[src/rtl/hash_seq_fsm_if.sv]
// Handshake bundle for hash_seq_fsm: request queue, bus arbiter/data bus and completion queue.
// The master modport is the sequencer; the slave modport is its environment.
interface hash_seq_fsm_if #(
   parameter int ADDRW = 24,
   parameter int CNTW  = 8
);
   logic                    req_valid;
   logic [2*ADDRW+CNTW:0]   req_data;
   logic                    ready_req_out;
   logic                    arb_req;
   logic                    arb_grant;
   logic [2:0]              ack_in;
   logic [ADDRW+7:0]        data_out;
   logic                    comq_ready_in;
   logic                    valid_compq_out;
   logic [ADDRW+1:0]        compq_data_out;
   logic                    busy;

   modport master (
      input  req_valid, req_data, arb_grant, ack_in, comq_ready_in,
      output ready_req_out, arb_req, data_out, valid_compq_out, compq_data_out, busy
   );

   modport slave (
      output req_valid, req_data, arb_grant, ack_in, comq_ready_in,
      input  ready_req_out, arb_req, data_out, valid_compq_out, compq_data_out, busy
   );
endinterface

[src/rtl/hash_seq_fsm.sv]
// Multi-block hash command sequencer: one request -> N x (memory read, hash block) -> digest write
// -> status-tagged completion, with a per-wait watchdog that turns a lost ACK into a timeout status.
module hash_seq_fsm #(
   parameter int         ADDRW     = 24,
   parameter int         CNTW      = 8,
   parameter int         BLK_BYTES = 64,
   parameter logic [1:0] ACCEL_ID  = 2'b01,
   parameter logic [1:0] MEM_ID    = 2'b00,
   parameter int         TIMEOUT   = 1024
) (
   input logic            clk,
   input logic            rst,
   hash_seq_fsm_if.master bus
);

   localparam int TW  = $clog2(TIMEOUT) + 1;
   localparam int CW1 = CNTW + 1;

   localparam logic [1:0] ST_OK      = 2'b00;
   localparam logic [1:0] ST_TIMEOUT = 2'b01;
   localparam logic [1:0] ST_BADLEN  = 2'b10;

   localparam logic [1:0] OP_RD   = 2'b01;
   localparam logic [1:0] OP_WR   = 2'b10;
   localparam logic [1:0] OP_HASH = 2'b11;

   typedef enum logic [2:0] {
      IDLE, RD, WAIT_RD, HASH, WAIT_HASH, WR, WAIT_WR, COMPLETE
   } state_t;

   state_t state_q, state_d;

   logic [ADDRW-1:0] dst_q;
   logic [ADDRW-1:0] cur_src_q;
   logic [CNTW-1:0]  nblk_q;
   logic             mode_q;
   logic [CNTW-1:0]  blk_cnt_q;
   logic [1:0]       status_q;
   logic [TW-1:0]    timer_q;

   logic [ADDRW-1:0] req_dst;
   logic [ADDRW-1:0] req_src;
   logic [CNTW-1:0]  req_nblk;
   logic             req_mode;
   logic             ack_mem;
   logic             ack_acc;
   logic             timer_exp;
   logic             last_blk;

   function automatic logic [ADDRW+7:0] cmd_word(input logic [1:0] op,
                                                  input logic [1:0] src_id,
                                                  input logic [1:0] dst_id,
                                                  input logic [1:0] flags,
                                                  input logic [ADDRW-1:0] addr);
      return {addr, flags, dst_id, src_id, op};
   endfunction

   assign req_dst   = bus.req_data[ADDRW-1:0];
   assign req_src   = bus.req_data[2*ADDRW-1:ADDRW];
   assign req_nblk  = bus.req_data[2*ADDRW+CNTW-1:2*ADDRW];
   assign req_mode  = bus.req_data[2*ADDRW+CNTW];
   assign ack_mem   = (bus.ack_in == {1'b1, MEM_ID});
   assign ack_acc   = (bus.ack_in == {1'b1, ACCEL_ID});
   assign timer_exp = (timer_q == TW'(TIMEOUT - 1));
   assign last_blk  = (({1'b0, blk_cnt_q} + CW1'(1)) >= {1'b0, nblk_q});

   // ---- state register ----
   always_ff @(posedge clk) begin
      if (rst) state_q <= IDLE;
      else     state_q <= state_d;
   end

   // ---- next-state logic; a matching ACK takes priority over watchdog expiry ----
   always_comb begin
      state_d = state_q;
      unique case (state_q)
         IDLE:      if (bus.req_valid) state_d = (req_nblk == '0) ? COMPLETE : RD;
         RD:        if (bus.arb_grant) state_d = WAIT_RD;
         WAIT_RD:   if (ack_mem) state_d = HASH;
                    else if (timer_exp) state_d = COMPLETE;
         HASH:      if (bus.arb_grant) state_d = WAIT_HASH;
         WAIT_HASH: if (ack_acc) state_d = last_blk ? WR : RD;
                    else if (timer_exp) state_d = COMPLETE;
         WR:        if (bus.arb_grant) state_d = WAIT_WR;
         WAIT_WR:   if (ack_mem || timer_exp) state_d = COMPLETE;
         COMPLETE:  if (bus.comq_ready_in) state_d = IDLE;
         default:   state_d = IDLE;
      endcase
   end

   // ---- control fields: status, block counter, watchdog timer ----
   always_ff @(posedge clk) begin
      if (rst) begin
         status_q  <= ST_OK;
         blk_cnt_q <= '0;
         timer_q   <= '0;
      end else begin
         unique case (state_q)
            IDLE: if (bus.req_valid) begin
               status_q  <= (req_nblk == '0) ? ST_BADLEN : ST_OK;
               blk_cnt_q <= '0;
            end
            RD, HASH, WR: if (bus.arb_grant) timer_q <= '0;
            WAIT_RD, WAIT_WR: if (!ack_mem) begin
               if (timer_exp) status_q <= ST_TIMEOUT;
               else           timer_q  <= timer_q + TW'(1);
            end
            WAIT_HASH: begin
               if (ack_acc)        blk_cnt_q <= blk_cnt_q + CNTW'(1);
               else if (timer_exp) status_q  <= ST_TIMEOUT;
               else                timer_q   <= timer_q + TW'(1);
            end
            default: ;
         endcase
      end
   end

   // ---- request fields; no reset needed, only read outside IDLE ----
   always_ff @(posedge clk) begin
      if (state_q == IDLE && bus.req_valid) begin
         dst_q     <= req_dst;
         cur_src_q <= req_src;
         nblk_q    <= req_nblk;
         mode_q    <= req_mode;
      end else if (state_q == WAIT_HASH && ack_acc) begin
         cur_src_q <= cur_src_q + ADDRW'(BLK_BYTES);
      end
   end

   // ---- Moore outputs ----
   always_comb begin
      bus.ready_req_out   = 1'b0;
      bus.arb_req         = 1'b0;
      bus.data_out        = '0;
      bus.valid_compq_out = 1'b0;
      bus.compq_data_out  = '0;
      bus.busy            = (state_q != IDLE);
      unique case (state_q)
         IDLE:      bus.ready_req_out = 1'b1;
         RD: begin
            bus.arb_req  = 1'b1;
            bus.data_out = cmd_word(OP_RD, MEM_ID, ACCEL_ID, 2'b00, cur_src_q);
         end
         WAIT_RD:   bus.data_out = cmd_word(OP_RD, MEM_ID, ACCEL_ID, 2'b00, cur_src_q);
         HASH: begin
            bus.arb_req  = 1'b1;
            bus.data_out = cmd_word(OP_HASH, 2'b00, ACCEL_ID, {mode_q, blk_cnt_q == '0}, '0);
         end
         WAIT_HASH: bus.data_out = cmd_word(OP_HASH, 2'b00, ACCEL_ID, {mode_q, blk_cnt_q == '0}, '0);
         WR: begin
            bus.arb_req  = 1'b1;
            bus.data_out = cmd_word(OP_WR, ACCEL_ID, MEM_ID, 2'b00, dst_q);
         end
         WAIT_WR:   bus.data_out = cmd_word(OP_WR, ACCEL_ID, MEM_ID, 2'b00, dst_q);
         COMPLETE: begin
            bus.valid_compq_out = 1'b1;
            bus.compq_data_out  = {status_q, dst_q};
         end
         default: ;
      endcase
   end

endmodule
[src/flat_wrapper.sv]
// flat-port wrapper written by rule: the top's interface ports become plain ports
module hash_seq_fsm_flat 
#(
   parameter int         ADDRW     = 24,
   parameter int         CNTW      = 8,
   parameter int         BLK_BYTES = 64,
   parameter logic [1:0] ACCEL_ID  = 2'b01,
   parameter logic [1:0] MEM_ID    = 2'b00,
   parameter int         TIMEOUT   = 1024
)
  (clk, rst, bus_req_valid, bus_req_data, bus_arb_grant, bus_ack_in, bus_comq_ready_in, bus_ready_req_out, bus_arb_req, bus_data_out, bus_valid_compq_out, bus_compq_data_out, bus_busy);
  hash_seq_fsm_if #(.ADDRW(ADDRW), .CNTW(CNTW)) bus_i ();
  input logic clk;
  input logic rst;
  input wire logic [$bits(bus_i.req_valid)-1:0] bus_req_valid;
  input wire logic [$bits(bus_i.req_data)-1:0] bus_req_data;
  input wire logic [$bits(bus_i.arb_grant)-1:0] bus_arb_grant;
  input wire logic [$bits(bus_i.ack_in)-1:0] bus_ack_in;
  input wire logic [$bits(bus_i.comq_ready_in)-1:0] bus_comq_ready_in;
  output wire logic [$bits(bus_i.ready_req_out)-1:0] bus_ready_req_out;
  output wire logic [$bits(bus_i.arb_req)-1:0] bus_arb_req;
  output wire logic [$bits(bus_i.data_out)-1:0] bus_data_out;
  output wire logic [$bits(bus_i.valid_compq_out)-1:0] bus_valid_compq_out;
  output wire logic [$bits(bus_i.compq_data_out)-1:0] bus_compq_data_out;
  output wire logic [$bits(bus_i.busy)-1:0] bus_busy;
  assign bus_i.req_valid = bus_req_valid;
  assign bus_i.req_data = bus_req_data;
  assign bus_i.arb_grant = bus_arb_grant;
  assign bus_i.ack_in = bus_ack_in;
  assign bus_i.comq_ready_in = bus_comq_ready_in;
  assign bus_ready_req_out = bus_i.ready_req_out;
  assign bus_arb_req = bus_i.arb_req;
  assign bus_data_out = bus_i.data_out;
  assign bus_valid_compq_out = bus_i.valid_compq_out;
  assign bus_compq_data_out = bus_i.compq_data_out;
  assign bus_busy = bus_i.busy;
  hash_seq_fsm #(.ADDRW(ADDRW), .CNTW(CNTW), .BLK_BYTES(BLK_BYTES), .ACCEL_ID(ACCEL_ID), .MEM_ID(MEM_ID), .TIMEOUT(TIMEOUT)) u_core (.clk(clk), .rst(rst), .bus(bus_i));
endmodule
[config.mk]
export PLATFORM = sky130hd
export DESIGN_NAME = hash_seq_fsm_flat
export DESIGN_NICKNAME = d
export VERILOG_FILES = /design/src/rtl/hash_seq_fsm_if.sv /design/src/rtl/hash_seq_fsm.sv /design/src/flat_wrapper.sv
export SDC_FILE = /design/constraint.sdc
export NUM_CORES = 1
export LEC_CHECK = 0
export CAP_MARGIN = 25
export CORE_MARGIN = 2
export CORE_UTILIZATION = 52
export DETAILED_ROUTE_END_ITERATION = 12
export GPL_TIMING_DRIVEN = 0
export PLACE_DENSITY = 0.93
export SYNTH_ARGS = -nofsm -noshare
export SYNTH_HDL_FRONTEND = slang
export SYNTH_SLANG_ARGS = --single-unit
[constraint.sdc]
create_clock -name clk -period 4.7 [get_ports clk]
set_input_delay 0.94 -clock clk [delete_from_list [all_inputs] [get_ports clk]]
set_output_delay 0.94 -clock clk [all_outputs]
set_load 0.005 [all_outputs]
==> metrics <==
first-pass GRT wire length=~19000 µm; clock slew at reported path FFs=~80 ps; initial antenna violation count=0; final hold vios=0; I/O pins=roughly 130; Die X=96.20 µm; Syn Inst Count=~430; # rows=33; CP startpoint=u_core.state_q[1]; ys async rst share=0%; total wire length=12100 µm; CTS tree=done; Arrival @ worst endpoint=2910 ps; RSZ-0062 raised after global routing=false; grt ovf=0; post-synth top area share=about two fifths; final core area utilization=73.06%; largest net degree at the start of global routing=27; multiplexer share of the synthesized area=less than 1%; area share of xor/xnor cells in the synthesized design=5.151%; CTS Buf Count=9; internal power=0.002028 W; CP Capture Type=primary output; HP Start=u_core.status_q[1]; total power=around 0.0032 W; via-per-instance ratio=~6; port buffer count=124; setup bufs post-CTS=0; Least-Margin Pin Slew=~700 ps; fill count=just under 600; yosys warns=0; Compound-Gate Fraction of Synth Area=16.19%; CP Data Required Time=3760 ps; cell leakage power=around 2.2 nW; Syn-to-layout area delta=35.81%; Vias=4000; slew margin rel.=between 50% and 60%; placed wire-length estimate=about 9100 µm; Synth Area per Inst=between 10 and 15 µm²; DRT antenna net count=0; distinct cell type count after synthesis=62; most frequent CP cell=buf_2; Post-Route Setup TNS=0 ps; max-cap violation count=0; RePlAce Congestion=between 0.9 and 1; 1st-pass router iterations=5; worst hold path class=flip-flop to flip-flop; layout cells sized above 1=a little under 8%; Worst Path Max Fanout=10; Post-CTS Hold Fix Bufs=0; synth top area cells=edfxtp_1, dfxtp_1, a22o_1; final setup fails=0; initial core utilization=53.80%; largest family of logic cells by synthesized area=simple AND/OR/NAND/NOR gates; max incr delay on CP=a little over 500 ps; fin worst setup slack=roughly 850 ps; DRT iter0 DRCs=roughly 220; post-CTS resize count=0; Post-Synth Adder-Cell Area=around 3.4%; Synth area leader=edfxtp_1; Cell Chain, Critical Path=buf_2 > xor2_1 > and2_1 > buf_2 > clkbuf_1 > a22o_1 > clkdlybuf4s50_1; Seq/Total Area, Yosys=between 40 and 50%; Psw=around 0.0012 W; n_diodes=0; clock skew=around 13 ps; power density cells=535.5 nW/µm²; VDD IR max=0.3917 mV; Setup Crit Path Kind=flip-flop to primary output; count of pins over their slew limit=0; ys flop type=edfxtp_1; Flop pwr share=between 30% and 40%; synth cell count leaders=edfxtp_1, nand2_1, and2_1; status=finished clean; Cell Area, Synth=4420 µm²; Switching Share=36.91%; Worst R2R Start=u_core.blk_cnt_q[0]; CTS max path bufs=2; min Tclk post-route=3851 ps; core box area=8217 µm²; clk root buf=clkbuf_8; H-Tree Depth=3; worst skew pair latency=around 360 ps; Post-route DRC=0; vias in the first global route=between 3000 and 4000; Total GRT Usage=between 20% and 30%; nets=~640; fmax=roughly 260 MHz; Die Footprint=roughly 9000 µm²; Die Y=between 90 and 100 µm; Logic pwr share=49.9%; CTS sink count=81; DR WL/cell=between 15 and 20 µm; Clk pwr share=between 10% and 20%; most common cell in the netlist=edfxtp_1; EDFF count, synth=57; Synth Area in Simple Gates=a little over a fifth; register bit count reported by yosys=~80; Slowest-stage cell, CP=clkdlybuf4s50_1; crit start category=flip-flop; DP Worst Slack=1291 ps; Final Cycle Share=between 80% and 90%
[state kept, by name, summed over array words and instances, names as in the netlist]
| name | count |
|---|---|
| u_core.blk_cnt_q | 8 |
| u_core.cur_src_q | 24 |
| u_core.dst_q | 24 |
| u_core.mode_q | 1 |
| u_core.nblk_q | 8 |
| u_core.state_q | 3 |
| u_core.status_q | 2 |
| u_core.timer_q | 11 |
[metrics by stage]
step / std cells / instance area (µm²) / hold slack, ps
after global placement: 658 / 5797 / 460.8
after detailed placement: 659 / 5826 / 465.8
after floorplan: 429 / 4424 / 448.9
after global routing: 675 / 6003 / 525.8
final: 675 / 6003 / 483.8
after CTS: 675 / 6003 / 479.5
[final cells by class]
class	count	area [µm²]	area share [%]
sequential	81	2192	36.52
multi-input combinational	309	2048	34.12
timing repair buffer	125	1269	21.13
tap	105	131.4	2.188
buffer	24	128.9	2.147
clock buffer	10	127.6	2.126
inverter	15	56.30	0.9379
clock inverter	6	50.05	0.8337
[per-layer routing]
layer / part of all wire [%] / wire length [µm] / vias to the layer above / global-route usage, %
met5: 0 / 0 / - / 0
li1: - / - / 1848 / -
met3: 11 / 1282 / 32 / 5.090
met2: 49 / 5953 / 255 / 46.70
met1: 38 / 4642 / 1865 / 33.30
met4: 1.8 / 222 / 0 / 7.381
[worst paths after layout]
check | slack (ps) | end | depth (start not counted)
worst max register to register | 2080 | u_core.state_q[2] | 9
worst max-delay path | 850 | bus_data_out[28] | 7
worst min register to register | 480 | u_core.status_q[1] | 2
worst min-delay path | 480 | u_core.status_q[1] | 2
[critical path, delay by kind of cell, from the launching register on]
family / cells / cell delay (ps)
buffers and inverters: 4 / 1450
flip-flops: 1 / 440
XOR/XNOR: 1 / 270
AO/OA/AOI/OAI: 1 / 230
AND/OR/NAND/NOR: 1 / 180
[power groups by stage]
stage | Combinational, W | Sequential [W] | Clock [W]
floorplan | 0.000872 | 0.00111 | 0
global placement | 0.00151 | 0.00114 | 0
detailed placement | 0.00158 | 0.00115 | 0
CTS | 0.00159 | 0.00113 | 0.000475
global route | 0.00175 | 0.00116 | 0.000501
finish | 0.00161 | 0.00114 | 0.000468
[cells by family (layout without fill, tap and decap cells)]
family,Yosys count,count (layout)
xor+xnor,26,26
mux,2,2
simple gates,166,166
compound gates,101,101
fa+ha+maj,12,12
flops,81,81
buf+inv,39,180
other cells,1,2
[layout by cell type (no fill, tap or decap), types with 3 or more instances in the layout]
| cell type | count |
|---|---|
| nor2_1 | 20 |
| and3_1 | 11 |
| nor4_1 | 3 |
| a31oi_1 | 3 |
| inv_1 | 14 |
| nand2b_1 | 5 |
| o21ai_0 | 24 |
| or3_1 | 8 |
| nand3_1 | 15 |
| and2_1 | 29 |
| o21ai_1 | 3 |
| nand2_1 | 36 |
| xnor2_1 | 11 |
| o21a_1 | 3 |
| nand4_1 | 4 |
| nor2b_1 | 5 |
| dfxtp_1 | 24 |
| clkbuf_1 | 9 |
| clkdlybuf4s50_1 | 124 |
| o31ai_1 | 4 |
| ha_1 | 12 |
| edfxtp_1 | 57 |
| a22o_1 | 24 |
| nor3_1 | 9 |
| xor2_1 | 15 |
| a21oi_1 | 22 |
| clkbuf_8 | 9 |
| nand3b_1 | 4 |
| buf_2 | 10 |
| buf_4 | 3 |
| or4_1 | 4 |
Power figures use the tool's default switching activity.
